[config.mk]
export PLATFORM = sky130hd
export DESIGN_NAME = store_lane_buffer
export DESIGN_NICKNAME = d
export VERILOG_FILES = /design/src/rtl/store_lane_buffer.sv
export SDC_FILE = /design/constraint.sdc
export NUM_CORES = 1
export LEC_CHECK = 0
export ABC_CLOCK_PERIOD_IN_PS = 17950
export CAP_MARGIN = 20
export CORE_AREA = 2 2 185 187
export DETAILED_ROUTE_END_ITERATION = 8
export DIE_AREA = 0 0 187 189
export PLACE_DENSITY_LB_ADDON = 0.05
export SLEW_MARGIN = 20
export SYNTH_ARGS = -nofsm -noshare
export SYNTH_HDL_FRONTEND = slang
export SYNTH_SLANG_ARGS = --single-unit
[constraint.sdc]
create_clock -name clk -period 17.95 [get_ports clk]
set_clock_uncertainty 0.05 [all_clocks]
set_input_delay 3.59 -clock clk [delete_from_list [all_inputs] [get_ports clk]]
set_output_delay 3.59 -clock clk [all_outputs]
set_load 0.1 [all_outputs]
[src/rtl/store_lane_buffer.sv]
// Store lane buffer: formats SB/SH/SW requests into byte lanes plus byte enables,
// queues them in a DEPTH-entry FIFO and drains the FIFO to data memory over valid/ready.
// Latency: an accepted legal store is presented on mem_* from the next cycle. The
// req_* inputs have no combinational path to mem_*.
// Backpressure: req_ready = not full, and it depends on state only. Misaligned or
// illegal-size requests are dropped and flagged by a one-cycle misalign_err pulse.
// Ports: clk/rst; req_* store request in; mem_* write port out; misalign_err/err_addr
// report rejections; empty tells a fence that the buffer has drained.
module store_lane_buffer #(
    parameter int DEPTH = 4,
    parameter int AW    = 32
) (
    input  logic          clk,
    input  logic          rst,
    input  logic          req_valid,
    output logic          req_ready,
    input  logic [AW-1:0] req_addr,
    input  logic [31:0]   req_data,
    input  logic [1:0]    req_size,
    output logic          mem_valid,
    input  logic          mem_ready,
    output logic [AW-1:0] mem_addr,
    output logic [31:0]   mem_wdata,
    output logic [3:0]    mem_be,
    output logic          misalign_err,
    output logic [AW-1:0] err_addr,
    output logic          empty
);
    localparam int PW = (DEPTH > 1) ? $clog2(DEPTH) : 1;
    localparam int CW = PW + 1;

    typedef struct packed {
        logic [AW-1:0] addr;
        logic [31:0]   wdata;
        logic [3:0]    be;
    } entry_t;

    entry_t        buf_q [DEPTH];
    entry_t        buf_d [DEPTH];
    logic [PW-1:0] wr_ptr_q, wr_ptr_d;
    logic [PW-1:0] rd_ptr_q, rd_ptr_d;
    logic [CW-1:0] count_q, count_d;
    // Last popped entry. mem_* show it while the buffer is empty, so they keep
    // their last value instead of showing a stale slot.
    entry_t        hold_q, hold_d;
    logic          err_q, err_d;
    logic [AW-1:0] err_addr_q, err_addr_d;

    logic   legal;
    entry_t fmt;
    logic   take, push, reject, pop;
    entry_t head;

    // Request legality and lane formatting
    always_comb begin
        legal     = 1'b0;
        fmt.addr  = {req_addr[AW-1:2], 2'b00};
        fmt.wdata = req_data;
        fmt.be    = 4'b0000;
        case (req_size)
            2'b00: begin
                legal     = 1'b1;
                fmt.wdata = {4{req_data[7:0]}};
                fmt.be    = 4'b0001 << req_addr[1:0];
            end
            2'b01: begin
                legal     = ~req_addr[0];
                fmt.wdata = {2{req_data[15:0]}};
                fmt.be    = req_addr[1] ? 4'b1100 : 4'b0011;
            end
            2'b10: begin
                legal     = (req_addr[1:0] == 2'b00);
                fmt.wdata = req_data;
                fmt.be    = 4'b1111;
            end
            default: begin
                legal     = 1'b0;
                fmt.wdata = req_data;
                fmt.be    = 4'b0000;
            end
        endcase
    end

    assign req_ready = (count_q != CW'(DEPTH));
    assign empty     = (count_q == '0);
    assign mem_valid = ~empty;

    assign take   = req_valid & req_ready;
    assign push   = take & legal;
    assign reject = take & ~legal;
    assign pop    = mem_valid & mem_ready;

    assign head      = empty ? hold_q : buf_q[rd_ptr_q];
    assign mem_addr  = head.addr;
    assign mem_wdata = head.wdata;
    assign mem_be    = head.be;

    assign misalign_err = err_q;
    assign err_addr     = err_addr_q;

    always_comb begin
        buf_d      = buf_q;
        wr_ptr_d   = wr_ptr_q;
        rd_ptr_d   = rd_ptr_q;
        count_d    = count_q;
        hold_d     = hold_q;
        err_d      = reject;
        err_addr_d = err_addr_q;

        if (reject) begin
            err_addr_d = req_addr;
        end
        if (push) begin
            buf_d[wr_ptr_q] = fmt;
            wr_ptr_d        = wr_ptr_q + PW'(1);
        end
        if (pop) begin
            hold_d   = buf_q[rd_ptr_q];
            rd_ptr_d = rd_ptr_q + PW'(1);
        end
        // A push and a pop in the same cycle leave the count unchanged
        if (push && !pop) begin
            count_d = count_q + CW'(1);
        end else if (pop && !push) begin
            count_d = count_q - CW'(1);
        end
    end

    always_ff @(posedge clk or posedge rst) begin
        if (rst) begin
            for (int i = 0; i < DEPTH; i++) begin
                buf_q[i] <= '0;
            end
            wr_ptr_q   <= '0;
            rd_ptr_q   <= '0;
            count_q    <= '0;
            hold_q     <= '0;
            err_q      <= 1'b0;
            err_addr_q <= '0;
        end else begin
            buf_q      <= buf_d;
            wr_ptr_q   <= wr_ptr_d;
            rd_ptr_q   <= rd_ptr_d;
            count_q    <= count_d;
            hold_q     <= hold_d;
            err_q      <= err_d;
            err_addr_q <= err_addr_d;
        end
    end
endmodule

==> results of run 1 <==
-- layout make-up --
class                   count  area, um^2
fillers                  2766       13600
flip-flops and latches    370        9270
multi-input cells         824        6750
repair buffers            187        1860
clock buffers              57        1150
well taps                 448         561
clock inverters             9        97.6
inverters                   7        33.8
-- stage by stage --
| stage | std cells | area [um^2] |
|---|---|---|
| 3_5_place_dp | 1835 | 18400 |
| 5_1_grt | 1902 | 19700 |
| 4_1_cts | 1901 | 19700 |
| 6_report | 1902 | 19700 |
| 2_1_floorplan | 1289 | 16500 |
| 3_3_place_gp | 1835 | 18400 |
-- sequential cells by signal (all words and copies together), names as in the netlist --
signal / cells
rd_ptr_q: 2
hold_q: 66
buf_q: 264
err_addr: 32
wr_ptr_q: 2
count_q: 3
misalign_err: 1
-- cells in the mapped netlist, types with 5 or more instances --
| cell type | number |
|---|---|
| dfrtp_1 | 370 |
| nand2_1 | 312 |
| mux2_2 | 216 |
| o21ai_0 | 116 |
| mux4_2 | 66 |
| buf_2 | 45 |
| mux2_1 | 36 |
| mux2i_1 | 24 |
| clkbuf_1 | 19 |
| buf_4 | 14 |
| nor2_1 | 14 |
| a21oi_1 | 9 |
| inv_1 | 7 |
| buf_6 | 6 |
| ha_1 | 5 |
-- final timing paths --
check / startpoint / end / cells after the start / slack (ns)
worst max register to register: count_q[0]$_DFFE_PP0P_ / buf_q[62]$_DFFE_PP0P_ / 4 / 14.97
worst max-delay path: rd_ptr_q[0]$_DFFE_PP0P_ / mem_wdata[31] / 5 / 10.34
max in group asynchronous: rst / hold_q[46]$_DFFE_PP0P_ / 4 / 11.87
worst min-delay path: buf_q[152]$_DFFE_PP0P_ / buf_q[152]$_DFFE_PP0P_ / 2 / 0.43
min in group asynchronous: rst / hold_q[17]$_DFFE_PP0P_ / 2 / 3.60
worst min register to register: buf_q[152]$_DFFE_PP0P_ / buf_q[152]$_DFFE_PP0P_ / 2 / 0.43
-- metal layers --
metal	global-route usage	routed length (um)	up-vias
met2	0.360	17800	192
met4	0.0537	794	2
met5	0	12	-
li1	-	-	4751
met3	0.0374	1540	51
met1	0.308	17300	5299
-- worst max-delay path, delay by kind of cell (launching register included) --
family,cells,cell delay [ns]
buf+inv,2,1.71
mux,1,0.65
simple gates,2,0.16
flops,1,0.91
-- logic make-up (layout without fill, tap and decap cells) --
kind of cell / Yosys count / count (layout)
other: 1 / 2
buffers and inverters: 95 / 260
AOI/OAI and AO/OA: 131 / 131
adders and majority gates: 6 / 6
xor gates and xnor gates: 6 / 6
DFF: 370 / 370
muxes: 342 / 342
and+or+nand+nor: 337 / 337
==> metrics.yaml, run 1 <==
cells_and_area:
  layout_commonest_cell: "dfrtp_1"
  final_cell_mix: "368 x dfrtp_1, 312 x nand2_1, 216 x mux2_2"
  post-route-util: 0.592
  synthToLayoutAreaGrowth_pct: 19.7
  nets: 1507
  drive_gt1_frac: 0.252
  diodes: 0
sta:
  finalCriticalPeriod_ns: 7.61
  hold_viol: 0
  setup_ws_ns: 10.34
  fin_setup_tns_ns: 0
  setup_viol: 0
  rsz0062_at_grt: "no"
  period_share: 0.424
  worst_pin_slew_ns: 1.05
  slew_viol_final: 0
  slew_headroom: 0.296
  fmax_ghz: 0.131
  hold-worst-slack_ns: 0.425
worst_setup_path:
  start_kind: "flop"
  cp_max_fo: 35
  path_common_cell: "nand2_1"
  cp.arrival_ns: 3.97
  endpoint_kind: "output port"
  path_cells: "buf_4 > mux4_2 > nand2_1 > nand2_1 > clkdlybuf4s50_1"
  critPathMaxStageDelay_ns: 0.96
  criticalPathCategory: "flop to output port"
  slowest_stage: "clkdlybuf4s50_1"
  required_ns: 14.31
synthesis:
  synthesis.area_um2: 16500
  synth-edff-count: 0
  avgSynthCellArea_um2: 12.8
  synth-compound-area-share: 0.0420
  synth_top_area_cell: "dfrtp_1"
  synth-simple-area-share: 0.0790
  synth.area.top_cells: "dfrtp_1 56%, mux2_2 15%, mux4_2 9.0%"
  muxShareOfSynthArea: 0.277
  syn_inst: 1288
  synthArstFlopShare: 1.00
  synth-xor-area-share: 0.00319
  synth-adder-area-share: 0.00502
  synth_top_family_by_area: "multiplexers"
  synth_seq_cells: 370
  synth.top_cell.area_share: 0.562
  yosysWarnings: 0
  ys_seq_area_frac: 0.562
  synth_top_flop_cell: "dfrtp_1"
  ys_types: 31
routing:
  drt_iter0_markers: 494
  first_pass_iters: 6
  drt_wl_total_mm: 37.4
  remaining_drc_errors: 0
  vias: 10295
  drtAntennaViolNets: 0
  wl_per_cell_um: 19.7
  viasPerCell: 5.41
run_status:
  status: "finished, final reports clean"
die:
  die_y_um: 189
  start_util: 0.495
  rows: 67
  io_pins: 174
  core_area_um2: 33300
  die-area_um2: 35300
  die_w_um: 187
place:
  finalWeightedCongestion: 0.734
  numPortBuffers: 171
  dp_hpwl_mm: 22.4
  place_ws_ns: 10.78
clocking:
  cts_inserted_buffers: 41
  cts_hold_buf: 0
  cts_tree: "yes"
  post-cts-setup-buffers: 0
  path_clk_slew_ns: 0.06
  cts_root_buf: "clkbuf_16"
  cts_resized: 0
  htreeDepth: 2
  cts_max_path_buffers: 3
  insertion_delay_ns: 0.52
  clock-sinks: 370
min_path:
  hp-class: "flop to flop"
grt:
  grt_pass1_vias: 10785
  grt_max_degree: 167
  track_usage: 0.220
  antenna_found_initial: 2
  grt.overflow.total: 0
  grt_pass1_wl_mm: 61.1
run:
  cap_viol_max_count: 0
Power of run 1 is not shown: default switching activity piles up to over one toggle a cycle in this logic, so the estimate is an artifact.
==> inputs of run 2 (changes only) <==
--- a/config.mk
+++ b/config.mk
@@ -5,7 +5,7 @@
 export SDC_FILE = /design/constraint.sdc
 export NUM_CORES = 1
 export LEC_CHECK = 0
-export ABC_CLOCK_PERIOD_IN_PS = 17950
+export ABC_CLOCK_PERIOD_IN_PS = 6500
 export CAP_MARGIN = 20
 export CORE_AREA = 2 2 185 187
 export DETAILED_ROUTE_END_ITERATION = 8
==> constraint.sdc (replaced) <==
create_clock -name clk -period 6.5 [get_ports clk]
set_clock_uncertainty 0.05 [all_clocks]
set_input_delay 1.3 -clock clk [delete_from_list [all_inputs] [get_ports clk]]
set_output_delay 1.3 -clock clk [all_outputs]
set_load 0.1 [all_outputs]
==> run 2 against run 1 <==
  * Clock-buffer cell count rose by 13
  * Utilization rose by 0.74 points
  * First-iteration DRC count fell by 12%
  * Global-route usage fell by 0.43 points
  * Die area did not move
  * Via count fell by 1.1%
  * Routed wire length fell by 1.4%
  * Cell count rose by 0.68%
  * Sequential share of layout area fell by 0.58 points
  * Non-clock buffer count rose by 1
==> metrics.yaml, run 2 (synthesis gave the netlist of run 1 again) <==
routing:
  first_pass_iters: 4  # -2
  wl_per_cell_um: 19.3  # -2.1%
  remaining_drc_errors: 0  # unchanged
  drtAntennaViolNets: 0  # unchanged
  drt_iter0_markers: 437  # -12%
  viasPerCell: 5.32  # -1.8%
  vias: 10183  # -1.1%
  drt_wl_total_mm: 36.9  # -1.4%
cells_and_area:
  layout_commonest_cell: "dfrtp_1"
  nFillCells: 2699  # -2.4%
  nets: 1509  # +0.13%
  regArea_um2: 9270  # unchanged
  top_register: "buf_q"
  diodes: 0  # unchanged
  drive_gt1_frac: 0.256  # +0.00390
  final_cell_mix: "368 x dfrtp_1, 312 x nand2_1, 216 x mux2_2"
  largest_reg_flops: 264  # unchanged
  synthToLayoutAreaGrowth_pct: 21.2
  multi_input_area_um2: 6750  # unchanged
sta:
  period_share: 0.813
  hold-worst-slack_ns: 0.424  # -0.00148 ns
  slew_headroom: 0.293  # -0.00306
  setup_viol: 0  # unchanged
  fin_setup_tns_ns: 0  # unchanged
  worst_pin_slew_ns: 1.06  # +0.00457 ns
  rsz0062_at_grt: "no"
  finalCriticalPeriod_ns: 5.28
  hold_viol: 0  # unchanged
  slew_viol_final: 0  # unchanged
  fmax_ghz: 0.189
grt:
  grt_pass1_vias: 10851  # +0.61%
  antenna_found_initial: 0  # -2
  grt.overflow.total: 0  # unchanged
  grt_pass1_wl_mm: 60.2  # -1.4%
  track_usage: 0.215  # -0.00430
  grt_max_degree: 157  # -6.0%
place:
  dp_hpwl_mm: 22.6  # +0.92%
  finalWeightedCongestion: 0.751  # +2.3%
  numPortBuffers: 171  # unchanged
die:
  die_w_um: 187  # unchanged
  die_y_um: 189  # unchanged
  io_pins: 174  # unchanged
  die-area_um2: 35300  # unchanged
  core_area_um2: 33300  # unchanged
  rows: 67  # unchanged
  start_util: 0.495  # unchanged
worst_setup_path:
  endpoint_kind: "output port"
  start_kind: "flop"
  criticalPathCategory: "flop to output port"
  cp.arrival_ns: 3.93  # -0.04 ns
  required_ns: 5.15  # -9.16 ns
  cp_max_fo: 70  # +100%
clocking:
  htreeDepth: 2  # unchanged
  cts_hold_buf: 0  # unchanged
  cts_tree: "yes"
  cts_resized: 0  # unchanged
  path_clk_slew_ns: 0.06  # about the same
  insertion_delay_ns: 0.52  # about the same
  cts_max_path_buffers: 3  # unchanged
  cts_root_buf: "clkbuf_16"
  clock-sinks: 370  # unchanged
  post-cts-setup-buffers: 0  # unchanged
  cts_inserted_buffers: 42  # +2.4%
run:
  cap_viol_max_count: 0  # unchanged
min_path:
  hp-class: "flop to flop"
run_status:
  status: "finished, final reports clean"
run 2: changes by cell type in the layout (fill, tap and decap cells not counted):
cell       before  now
clkbuf_16      41   45
inv_8           1    0
buf_4          14   10
clkbuf_1       10   14
buf_12          1    6
clkbuf_8        6   11
clkinv_2        6    5
clkinv_4        0    1
run 2: worst max-delay path: stages (launching register included):
cell	delay, ns
dfrtp_1	0.43
or3_4	0.74
inv_2	0.66
buf_12	0.29
nand2_1	0.08
nand2_1	0.06
clkdlybuf4s50_1	1.14
run 2: per-stage QoR:
stage,utilization,area [um^2],setup WS [ns],std cells
detailed placement,0.556,18500,1.72,1836
CTS,0.599,19900,1.16,1914
global route,0.600,20000,0.993,1915
floorplan,-,16500,0.184,1289
global placement,0.556,18500,1.77,1836
finish,0.600,20000,1.22,1915
run 2: routing by layer:
metal | global-route usage | share of wire | up-vias
met5 | 0 | 0 | -
met4 | 0.0577 | 0.021 | 0
met3 | 0.0343 | 0.044 | 58
met2 | 0.355 | 0.48 | 218
met1 | 0.300 | 0.46 | 5140
li1 | - | - | 4767
run 2: final timing paths:
path | startpoint | end | slack (ns) | cells after the start
setup / recovery | count_q[0]$_DFFE_PP0P_ | mem_addr[13] | 1.22 | 6
hold / removal | buf_q[167]$_DFFE_PP0P_ | buf_q[167]$_DFFE_PP0P_ | 0.42 | 2
setup reg to reg | count_q[0]$_DFFE_PP0P_ | count_q[2]$_DFFE_PP0P_ | 3.49 | 8
hold reg to reg | buf_q[167]$_DFFE_PP0P_ | buf_q[167]$_DFFE_PP0P_ | 0.42 | 2
max in group asynchronous | rst | rd_ptr_q[0]$_DFFE_PP0P_ | 3.81 | 3
min in group asynchronous | rst | hold_q[17]$_DFFE_PP0P_ | 1.25 | 2
run 2: layout make-up:
type	count	area share
sequential	370	0.464
multi-input combinational	824	0.338
inverter	7	0.00150
timing repair buffer	188	0.0969
clock buffer	70	0.0666
clock inverter	8	0.00470
tap	448	0.0281
Power of run 2 is left out for the same reason.
